### src/rtl/lsu_mem_ctrl.sv
// RV32I load/store unit: byte-addressed requests to a word memory; sub-word stores run read-modify-write, misaligned accesses split in two.
// Define LSU_MISALIGN_TRAP_EN to reject word-crossing accesses with resp_err instead of splitting them.
module lsu_mem_ctrl #(
  parameter int DEPTH_LOG2 = 5
) (
  input  logic                  CLK,
  input  logic                  RST,
  input  logic                  req_valid,
  output logic                  req_ready,
  input  logic [31:0]           req_addr,
  input  logic [2:0]            req_funct3,
  input  logic                  req_store,
  input  logic [31:0]           req_wdata,
  output logic                  resp_valid,
  input  logic                  resp_ready,
  output logic [31:0]           resp_rdata,
  output logic                  resp_err,
  output logic                  mem_we,
  output logic [DEPTH_LOG2-1:0] mem_addr,
  output logic [31:0]           mem_wdata,
  input  logic [31:0]           mem_rdata
);

  typedef enum logic [2:0] {IDLE, RD0, RD1, WR0, WR1, DONE} state_t;

  localparam logic [DEPTH_LOG2-1:0] WORD_STEP = 1;

  state_t                state, nstate;
  logic [DEPTH_LOG2-1:0] w_q, w_nx;
  logic [1:0]            off_q;
  logic [2:0]            f3_q;
  logic                  st_q;
  logic [31:0]           wd_q, buf0, buf1;

  function automatic logic [2:0] size_of(input logic [2:0] f3);
    case (f3[1:0])
      2'b00:   return 3'd1;
      2'b01:   return 3'd2;
      default: return 3'd4;
    endcase
  endfunction

  function automatic logic supported(input logic st, input logic [2:0] f3);
    if (st) return (f3 == 3'b000) || (f3 == 3'b001) || (f3 == 3'b010);
    return (f3 == 3'b000) || (f3 == 3'b001) || (f3 == 3'b010) ||
           (f3 == 3'b100) || (f3 == 3'b101);
  endfunction

  function automatic logic crosses(input logic [1:0] off, input logic [2:0] f3);
    return ({1'b0, off} + size_of(f3)) > 3'd4;
  endfunction

  function automatic logic [7:0] lane_mask(input logic [2:0] f3);
    case (f3[1:0])
      2'b00:   return 8'h01;
      2'b01:   return 8'h03;
      default: return 8'h0F;
    endcase
  endfunction

  logic req_sup, req_cross, cross_q;
  logic unused_addr_bits;

  assign req_sup          = supported(req_store, req_funct3);
  assign req_cross        = crosses(req_addr[1:0], req_funct3);
  assign cross_q          = crosses(off_q, f3_q);
  assign w_nx             = w_q + WORD_STEP;
  assign unused_addr_bits = ^req_addr[31:DEPTH_LOG2+2];

  // Load path sees the word being read this cycle so DONE can register it on entry.
  logic [31:0] b0, b1, ld_raw, ld_val;
  assign b0     = (state == RD0) ? mem_rdata : buf0;
  assign b1     = (state == RD1) ? mem_rdata : buf1;
  assign ld_raw = 32'({b1, b0} >> {off_q, 3'b000});

  always_comb begin
    ld_val = ld_raw;
    case (f3_q)
      3'b000:  ld_val = {{24{ld_raw[7]}}, ld_raw[7:0]};
      3'b001:  ld_val = {{16{ld_raw[15]}}, ld_raw[15:0]};
      3'b100:  ld_val = {24'h0, ld_raw[7:0]};
      3'b101:  ld_val = {16'h0, ld_raw[15:0]};
      default: ld_val = ld_raw;
    endcase
  end

  // Store merge over the little-endian 64-bit window {buf1, buf0}.
  logic [7:0]  lanes;
  logic [63:0] wd_sh, merged;
  assign lanes = lane_mask(f3_q) << off_q;
  assign wd_sh = {32'h0, wd_q} << {off_q, 3'b000};

  always_comb begin
    merged = {buf1, buf0};
    for (int k = 0; k < 8; k++) begin
      if (lanes[k]) merged[8*k +: 8] = wd_sh[8*k +: 8];
    end
  end

  always_comb begin
    nstate    = state;
    mem_we    = 1'b0;
    mem_addr  = '0;
    mem_wdata = '0;
    case (state)
      IDLE: begin
        if (req_valid) begin
          if (!req_sup) nstate = DONE;
`ifdef LSU_MISALIGN_TRAP_EN
          else if (req_cross) nstate = DONE;
`endif
          else if (req_store && req_funct3 == 3'b010 && req_addr[1:0] == 2'b00) nstate = WR0;
          else nstate = RD0;
        end
      end
      RD0: begin
        mem_addr = w_q;
        if (cross_q)   nstate = RD1;
        else if (st_q) nstate = WR0;
        else           nstate = DONE;
      end
      RD1: begin
        mem_addr = w_nx;
        nstate   = st_q ? WR0 : DONE;
      end
      WR0: begin
        mem_we    = 1'b1;
        mem_addr  = w_q;
        mem_wdata = merged[31:0];
        nstate    = cross_q ? WR1 : DONE;
      end
      WR1: begin
        mem_we    = 1'b1;
        mem_addr  = w_nx;
        mem_wdata = merged[63:32];
        nstate    = DONE;
      end
      DONE: begin
        if (resp_ready) nstate = IDLE;
      end
      default: nstate = IDLE;
    endcase
  end

  assign req_ready  = (state == IDLE);
  assign resp_valid = (state == DONE);

  always_ff @(posedge CLK) begin
    if (!RST) begin
      state      <= IDLE;
      w_q        <= '0;
      off_q      <= '0;
      f3_q       <= '0;
      st_q       <= 1'b0;
      wd_q       <= '0;
      buf0       <= '0;
      buf1       <= '0;
      resp_rdata <= '0;
      resp_err   <= 1'b0;
    end else begin
      state <= nstate;
      if (state == IDLE && req_valid) begin
        w_q   <= req_addr[DEPTH_LOG2+1:2];
        off_q <= req_addr[1:0];
        f3_q  <= req_funct3;
        st_q  <= req_store;
        wd_q  <= req_wdata;
      end
      if (state == RD0) buf0 <= mem_rdata;
      if (state == RD1) buf1 <= mem_rdata;
      // Only IDLE jumps straight to DONE, and only for rejected requests.
      if (nstate == DONE && state != DONE) begin
        resp_err   <= (state == IDLE);
        resp_rdata <= (state == RD0 || state == RD1) ? ld_val : 32'h0;
      end
    end
  end

endmodule

### config.mk
export PLATFORM = sky130hd
export DESIGN_NAME = lsu_mem_ctrl
export DESIGN_NICKNAME = d
export VERILOG_FILES = /design/src/rtl/lsu_mem_ctrl.sv
export SDC_FILE = /design/constraint.sdc
export NUM_CORES = 1
export LEC_CHECK = 0
export CAP_MARGIN = 20
export CELL_PAD_IN_SITES_DETAIL_PLACEMENT = 1
export CELL_PAD_IN_SITES_GLOBAL_PLACEMENT = 1
export CORE_UTILIZATION = 38
export DETAILED_ROUTE_END_ITERATION = 10
export PLACE_DENSITY_LB_ADDON = 0.1
export SLEW_MARGIN = 20
export SYNTH_ARGS = -nofsm -noshare
export SYNTH_HDL_FRONTEND = slang
export SYNTH_SLANG_ARGS = --single-unit
### constraint.sdc
create_clock -name CLK -period 3.9 [get_ports CLK]
set_input_delay 0.585 -clock CLK [delete_from_list [all_inputs] [get_ports CLK]]
set_output_delay 0.585 -clock CLK [all_outputs]
set_load 0.01 [all_outputs]
==> results of run 1 <==
[power breakdown]
group / switching (mW) / total (mW) / internal, mW
clock network: 0.683 / 1.63 / 0.946
logic: 0.706 / 1.21 / 0.506
registers: 0.111 / 1.68 / 1.57
total: 1.50 / 4.53 / 3.02
[layer usage]
| layer | vias up | global-route usage (%) | part of all wire (%) |
|---|---|---|---|
| met2 | 190 | 46.3 | 50 |
| met4 | 0 | 10.6 | 2.3 |
| met5 | - | 0 | 0 |
| li1 | 3663 | - | - |
| met1 | 3791 | 33.4 | 45 |
| met3 | 44 | 3.47 | 3.4 |
[per-stage QoR]
step | cells | setup WS, ns
final | 1371 | 0.469
after global routing | 1371 | 0.361
after CTS | 1371 | 0.479
after detailed placement | 1339 | 0.382
after global placement | 1339 | 0.404
after floorplan | 968 | 0.785
[final timing paths]
kind / startpoint / endpoint / slack [ns] / cells after the start
worst min register to register: buf1[27]$_SDFFE_PN0N_ / buf1[27]$_SDFFE_PN0N_ / 0.47 / 2
worst min-delay path: buf1[27]$_SDFFE_PN0N_ / buf1[27]$_SDFFE_PN0N_ / 0.47 / 2
worst max-delay path: off_q[1]$_SDFFE_PN0P_ / mem_wdata[19] / 0.47 / 5
worst max register to register: f3_q[0]$_SDFFE_PN0P_ / resp_rdata[0]$_SDFFE_PN0P_ / 0.74 / 9
[state kept, by name (all words and copies together), names as in the netlist]
signal and cells:
resp_err 1, resp_rdata 32, state 3, buf1 32, wd_q 32, buf0 32
st_q 1, off_q 2, w_q 5, f3_q 3
[placed cells by master (no fill, tap or decap), drive strengths merged, types with 13 or more instances in the layout]
cell type | synthesis | layout
nand2 | 203 | 203
clkdlybuf4s50 | 0 | 150
dfxtp | 143 | 143
mux2i | 123 | 123
a21boi | 56 | 56
nor2b | 55 | 55
nor2 | 35 | 35
o21ai | 35 | 35
buf | 18 | 25
o22ai | 24 | 24
clkbuf | 61 | 20
mux2 | 19 | 19
inv | 17 | 19
a22o | 17 | 17
and3 | 17 | 17
a32o | 17 | 17
a211o | 16 | 16
a21oi | 15 | 15
a31oi | 13 | 13
nand3 | 13 | 13
[critical path, stage by stage, from the launching register on]
cell	delay (ns)
dfxtp_1	0.35
buf_4	0.38
nand3_1	0.56
mux2i_1	0.25
o22ai_1	0.26
clkdlybuf4s50_1	0.60
[layout make-up]
| class | instances | area (µm²) | area share [%] |
|---|---|---|---|
| Tap cell | 275 | 344 | 3.29 |
| Clock inverter | 12 | 135 | 1.29 |
| Multi-Input combinational cell | 729 | 4930 | 47.1 |
| Clock buffer | 20 | 437 | 4.17 |
| Timing Repair Buffer | 175 | 1700 | 16.2 |
| Inverter | 17 | 63.8 | 0.609 |
| Sequential cell | 143 | 2860 | 27.3 |
[cell families (layout without fill, tap and decap cells)]
family                   after synthesis  after routing  synth area share, %
XOR/XNOR                               2              2                0.215
flip-flops                           143            143                 35.1
buffers and inverters                 96            224                 4.72
multiplexers                         150            150                 19.9
AO/OA/AOI/OAI                        221            221                 19.5
AND/OR/NAND/NOR                      352            352                 19.9
adder cells (fa/ha/maj)                4              4                0.705
==> results.yml, run 1 <==
worst_setup_path:
  criticalPathCategory: "flop to output pin"
  cp.arrival_ns: 2.85
  cp_data_required_time_ns: 3.31
  path_max_fanout: 35
  end_kind: "output pin"
  start_kind: "flop"
timing:
  worst_pin_slew_ns: 0.940
  maxSlewViolCount: 0
  rsz0062_at_grt: "false"
  timing.hold.ws_ns: 0.472
  setup_tns_ns: 0
  period_minus_slack_ns: 3.43
  hold_violations: 0
  fin_skew_ns: 0.0124
  finalSetupViolations: 0
  relSlewSlack_pct: 36.9
  fmax_mhz: 291
  min_period_over_period_pct: 88.0
job:
  drv_cap: 0
final_layout:
  area_growth_pct: 28.3
  fin_util_pct: 49.8
  nNetsFinal: 1191
  drive_gt1_share_pct: 8.49
  diodes: 0
  postLayoutCellArea_mm2: 0.0105
  fill_cells: 2495
synthesis:
  ys_ff_latch: 143
  ys_seq_area_share_pct: 35.1
  ys_top_cells_by_area: "dfxtp_1, mux2i_1, nand2_1"
  async_flop_share_pct: 0
  netlist_instances: 968
  avgSynthCellArea_um2: 8.44
  synth_top_area_share_pct: 35.1
  yosysMostFrequentCell: "nand2_1"
  synth_edf_count: 0
  syn-cell-area_mm2: 0.00817
  synth_flop_cell: "dfxtp_1"
  syn_nets: 1076
  synth_top_area_cell: "dfxtp_1"
  netlist_top_cells_count: "nand2_1, dfxtp_1, mux2i_1, clkbuf_1, a21boi_0"
  ys_warn_count: 0
  ys_types: 54
drt:
  drtPass1Iterations: 4
  wl_mm: 28.8
  dr.first_iter.drc_count: 387
  ant_nets: 0
  routedWlPerCell_um: 21.0
  via_per_inst: 5.61
  drc: 0
  dr_total_vias: 7688
floorplan:
  die_h_um: 149
  die_w_um: 149
  core_mm2: 0.0210
  die_area_mm2: 0.0221
  io_pins: 177
  start_util_pct: 38.8
  rows: 53
clock_network:
  ctsLongestPathBuffers: 2
  cts_root_buf: "clkbuf_16"
  path_clk_slew_ns: 0.06
  cts_tree: "yes"
  cts_setup_buffers: 0
  cts_made_buffers: 17
  clk_latency_ns: 0.44
  cts_resized: 0
  cts_hold_buf: 0
  cts.sinks: 143
  cts_max_level: 4
pwr:
  p_leak_nw: 3.98
  peakVddDrop_uv: 276
  power_density_mw_per_mm2: 432
  finalPower_mw: 4.53
global_routing:
  grt.overflow.total: 0
  grt_usage_pct: 26.7
  antenna_found_initial: 0
  grt_max_degree: 85
  first_global_vias: 7904
  grt_pass1_wl_mm: 44.4
worst_hold_path:
  hp-class: "flop to flop"
place:
  place_area_mm2: 0.00990
  routabilityCongestion: 0.871
  io_buffers: 151
  dp_hpwl_mm: 20.6
status:
  status: "complete, no violations"
Note: power is estimated with default switching activity, not from simulation.
==> run 2: changes to the inputs <==
--- a/config.mk
+++ b/config.mk
@@ -5,10 +5,11 @@
 export SDC_FILE = /design/constraint.sdc
 export NUM_CORES = 1
 export LEC_CHECK = 0
+export ABC_AREA = 1
 export CAP_MARGIN = 20
 export CELL_PAD_IN_SITES_DETAIL_PLACEMENT = 1
 export CELL_PAD_IN_SITES_GLOBAL_PLACEMENT = 1
-export CORE_UTILIZATION = 38
+export CORE_UTILIZATION = 35
 export DETAILED_ROUTE_END_ITERATION = 10
 export PLACE_DENSITY_LB_ADDON = 0.1
 export SLEW_MARGIN = 20
==> run 2 against run 1 <==
  * Clock power increased by 9%
  * Sequential power increased by 21%
  * Die area is 8.2% higher
  * Combinational power rose to 3.0 times the previous value
  * Clock skew shrank 0.0022 ns
  * Total power rose by 64%
  * Sequential share of layout area barely moved
  * Cell count rose by 24%
  * Routed wire length grew 18%
  * Critical path depth is 3 higher
  * Register-to-register slack improved by 0.04 ns
  * Largest power group is now combinational cells
==> results.yml, run 2 <==
floorplan:
  io_pins: 177
  start_util_pct: 35.9
  core_mm2: 0.0227
  die_h_um: 155
  die_w_um: 155
  die_area_mm2: 0.0239
  rows: 55
worst_setup_path:
  path_max_fanout: 20
  criticalPathCategory: "flop to output pin"
  max_stage_delay_ns: 0.59
  r2r-end: "resp_rdata[7]$_SDFFE_PN0P_"
  slowest_stage: "clkdlybuf4s50_1"
  cp_top_family: "buffers and inverters"
  worstReg2RegStart: "off_q[1]$_SDFFE_PN0P_"
  regToRegSetupSlack_ns: 0.78
  end_kind: "output pin"
  cp.depth: 8
  path_buf_inv: 4
  reg2regPathDepth: 12
  start_kind: "flop"
  cp_data_required_time_ns: 3.31
  crit_chain: "inv_2 -> buf_4 -> nor2_1 -> inv_1 -> o221ai_1 -> o21ai_0 -> o22ai_1 -> clkdlybuf4s50_1"
  cp.arrival_ns: 3.10
final_layout:
  diodes: 0
  drive_gt1_share_pct: 6.08
  area_growth_pct: 28.5
  final_cells: 1700
  final_common_cell: "nand2_1"
  multiInputGateArea_mm2: 0.00433
  fill_cells: 2973
  postLayoutCellArea_mm2: 0.0105
  layout_common_cells: "nand2_1, clkdlybuf4s50_1, o21ai_0, inv_1, dfxtp_1"
  nNetsFinal: 1510
  final-seq-area_mm2: 0.00286
worst_hold_path:
  worstHoldStart: "buf1[30]$_SDFFE_PN0N_"
  hold_end: "buf1[30]$_SDFFE_PN0N_"
  hp-class: "flop to flop"
  worstHoldPathCells: 2
place:
  dp_hpwl_mm: 25.0
  routabilityCongestion: 0.881
  dp.cells: 1668
  place_area_mm2: 0.00984
  post-place-ws_ns: 0.701
  io_buffers: 151
pwr:
  p_comb_share_pct: 48.8
  p_int_mw: 3.94
  power_density_mw_per_mm2: 709
  peakVddDrop_uv: 425
  switching_share_pct: 47.0
  pwr-share-seq_pct: 27.3
  p_leak_nw: 4.24
  clkPwrFrac_pct: 23.9
  power.switching_mw: 3.49
synthesis:
  async_flop_share_pct: 0
  syn_nets: 1395
  synth_flop_cell: "dfxtp_1"
  synth_top_area_cell: "dfxtp_1"
  synth_edf_count: 0
  synth_top_area_share_pct: 35.1
  ys_top_cells_by_area: "dfxtp_1, nand2_1, o21ai_0"
  syn-cell-area_mm2: 0.00815
  ys_warn_count: 0
  avgSynthCellArea_um2: 6.33
  ys_types: 36
  ys_seq_area_share_pct: 35.1
  netlist_instances: 1287
  netlist_top_cells_count: "nand2_1, dfxtp_1, o21ai_0, inv_1, a21oi_1"
  yosysMostFrequentCell: "nand2_1"
  ys_ff_latch: 143
clock_network:
  cts.sinks: 143
  cts_made_buffers: 17
  cts_hold_buf: 0
  clk_latency_ns: 0.44
  cts_root_buf: "clkbuf_16"
  ctsLongestPathBuffers: 2
  cts_tree: "yes"
  cts_setup_buffers: 0
  cts_resized: 0
  cts_max_level: 4
  path_clk_slew_ns: 0.07
timing:
  maxSlewViolCount: 0
  finalWorstSetupSlack_ns: 0.219
  relSlewSlack_pct: 50.9
  setup_tns_ns: 0
  min_period_over_period_pct: 94.4
  period_minus_slack_ns: 3.68
  hold_violations: 0
  timing.hold.ws_ns: 0.452
  fin_skew_ns: 0.0102
  fmax_mhz: 272
  worst_pin_slew_ns: 0.737
  rsz0062_at_grt: "false"
  finalSetupViolations: 0
global_routing:
  grt_max_degree: 84
  grt.overflow.total: 0
  first_global_vias: 9219
  grt_pass1_wl_mm: 52.6
  grt_usage_pct: 29.0
  antenna_found_initial: 1
drt:
  ant_nets: 0
  dr_total_vias: 9219
  routedWlPerCell_um: 19.9
  wl_mm: 33.9
  drtPass1Iterations: 5
  drc: 0
  via_per_inst: 5.42
  dr.first_iter.drc_count: 592
job:
  drv_cap: 0
status:
  status: "complete, no violations"
run 2: cell count changes after synthesis, sizes merged, moves of 55 or more:
cell,previous run,this run
a21boi,56,0
a21oi,15,135
inv,17,153
mux2i,123,8
nand2,203,318
nand3,13,117
nor2,35,97
nor2b,55,0
o21ai,35,165
run 2: power groups by stage:
stage | Combinational (mW) | Clock, mW | Sequential (mW)
6_report | 3.62 | 1.78 | 2.03
5_1_grt | 4.01 | 1.86 | 2.06
4_1_cts | 3.62 | 1.80 | 2.02
3_5_place_dp | 3.59 | 0 | 2.05
3_3_place_gp | 3.54 | 0 | 2.05
2_1_floorplan | 2.44 | 0 | 1.96
run 2: through the flow:
step           utilization, %  power (mW)
6_report                 46.1        7.43
5_1_grt                  46.1        7.93
4_1_cts                  46.1        7.44
3_5_place_dp             43.3        5.65
3_3_place_gp             43.3        5.58
2_1_floorplan               -        4.40
run 2: per-layer routing:
metal	vias up	share of wire [%]	GRT usage [%]	wire, µm
li1	4465	-	-	-
met1	4411	44	37.3	15100
met2	282	47	48.7	15900
met4	0	3.9	13.2	1310
met3	61	4.6	3.45	1570
met5	-	0	0	0
run 2: tightest hold or removal path, cell delays in order, from the launching register on:
cell and delay [ns]:
dfxtp_1 0.30, inv_1 0.06, a21oi_1 0.05
run 2: layout make-up:
cell class / instances / share of cell area (%)
clock buffers: 17 / 4.06
inverters: 156 / 5.59
clock inverters: 15 / 1.88
flip-flops and latches: 143 / 27.4
repair buffers: 177 / 16.3
well taps: 285 / 3.41
multi-input cells: 907 / 41.4
run 2: how the worst max path moves through the flow:
stage / start / end / slack [ns]
5_1_grt: off_q[0]$_SDFFE_PN0P_ / mem_wdata[0] / 0.03
2_1_floorplan: off_q[0]$_SDFFE_PN0P_ / mem_wdata[25] / 1.32
3_3_place_gp: off_q[0]$_SDFFE_PN0P_ / mem_wdata[6] / 0.75
3_5_place_dp: off_q[0]$_SDFFE_PN0P_ / mem_wdata[0] / 0.70
4_1_cts: off_q[0]$_SDFFE_PN0P_ / mem_wdata[0] / 0.22
6_report: off_q[0]$_SDFFE_PN0P_ / mem_wdata[0] / 0.22
run 2: kinds of logic after synthesis:
kind of cell	share of synthesized area, %
multiplexers	0.983
AO/OA/AOI/OAI	23.1
buffers and inverters	11.7
adder cells (fa/ha/maj)	0.707
flip-flops	35.1
AND/OR/NAND/NOR	28.4
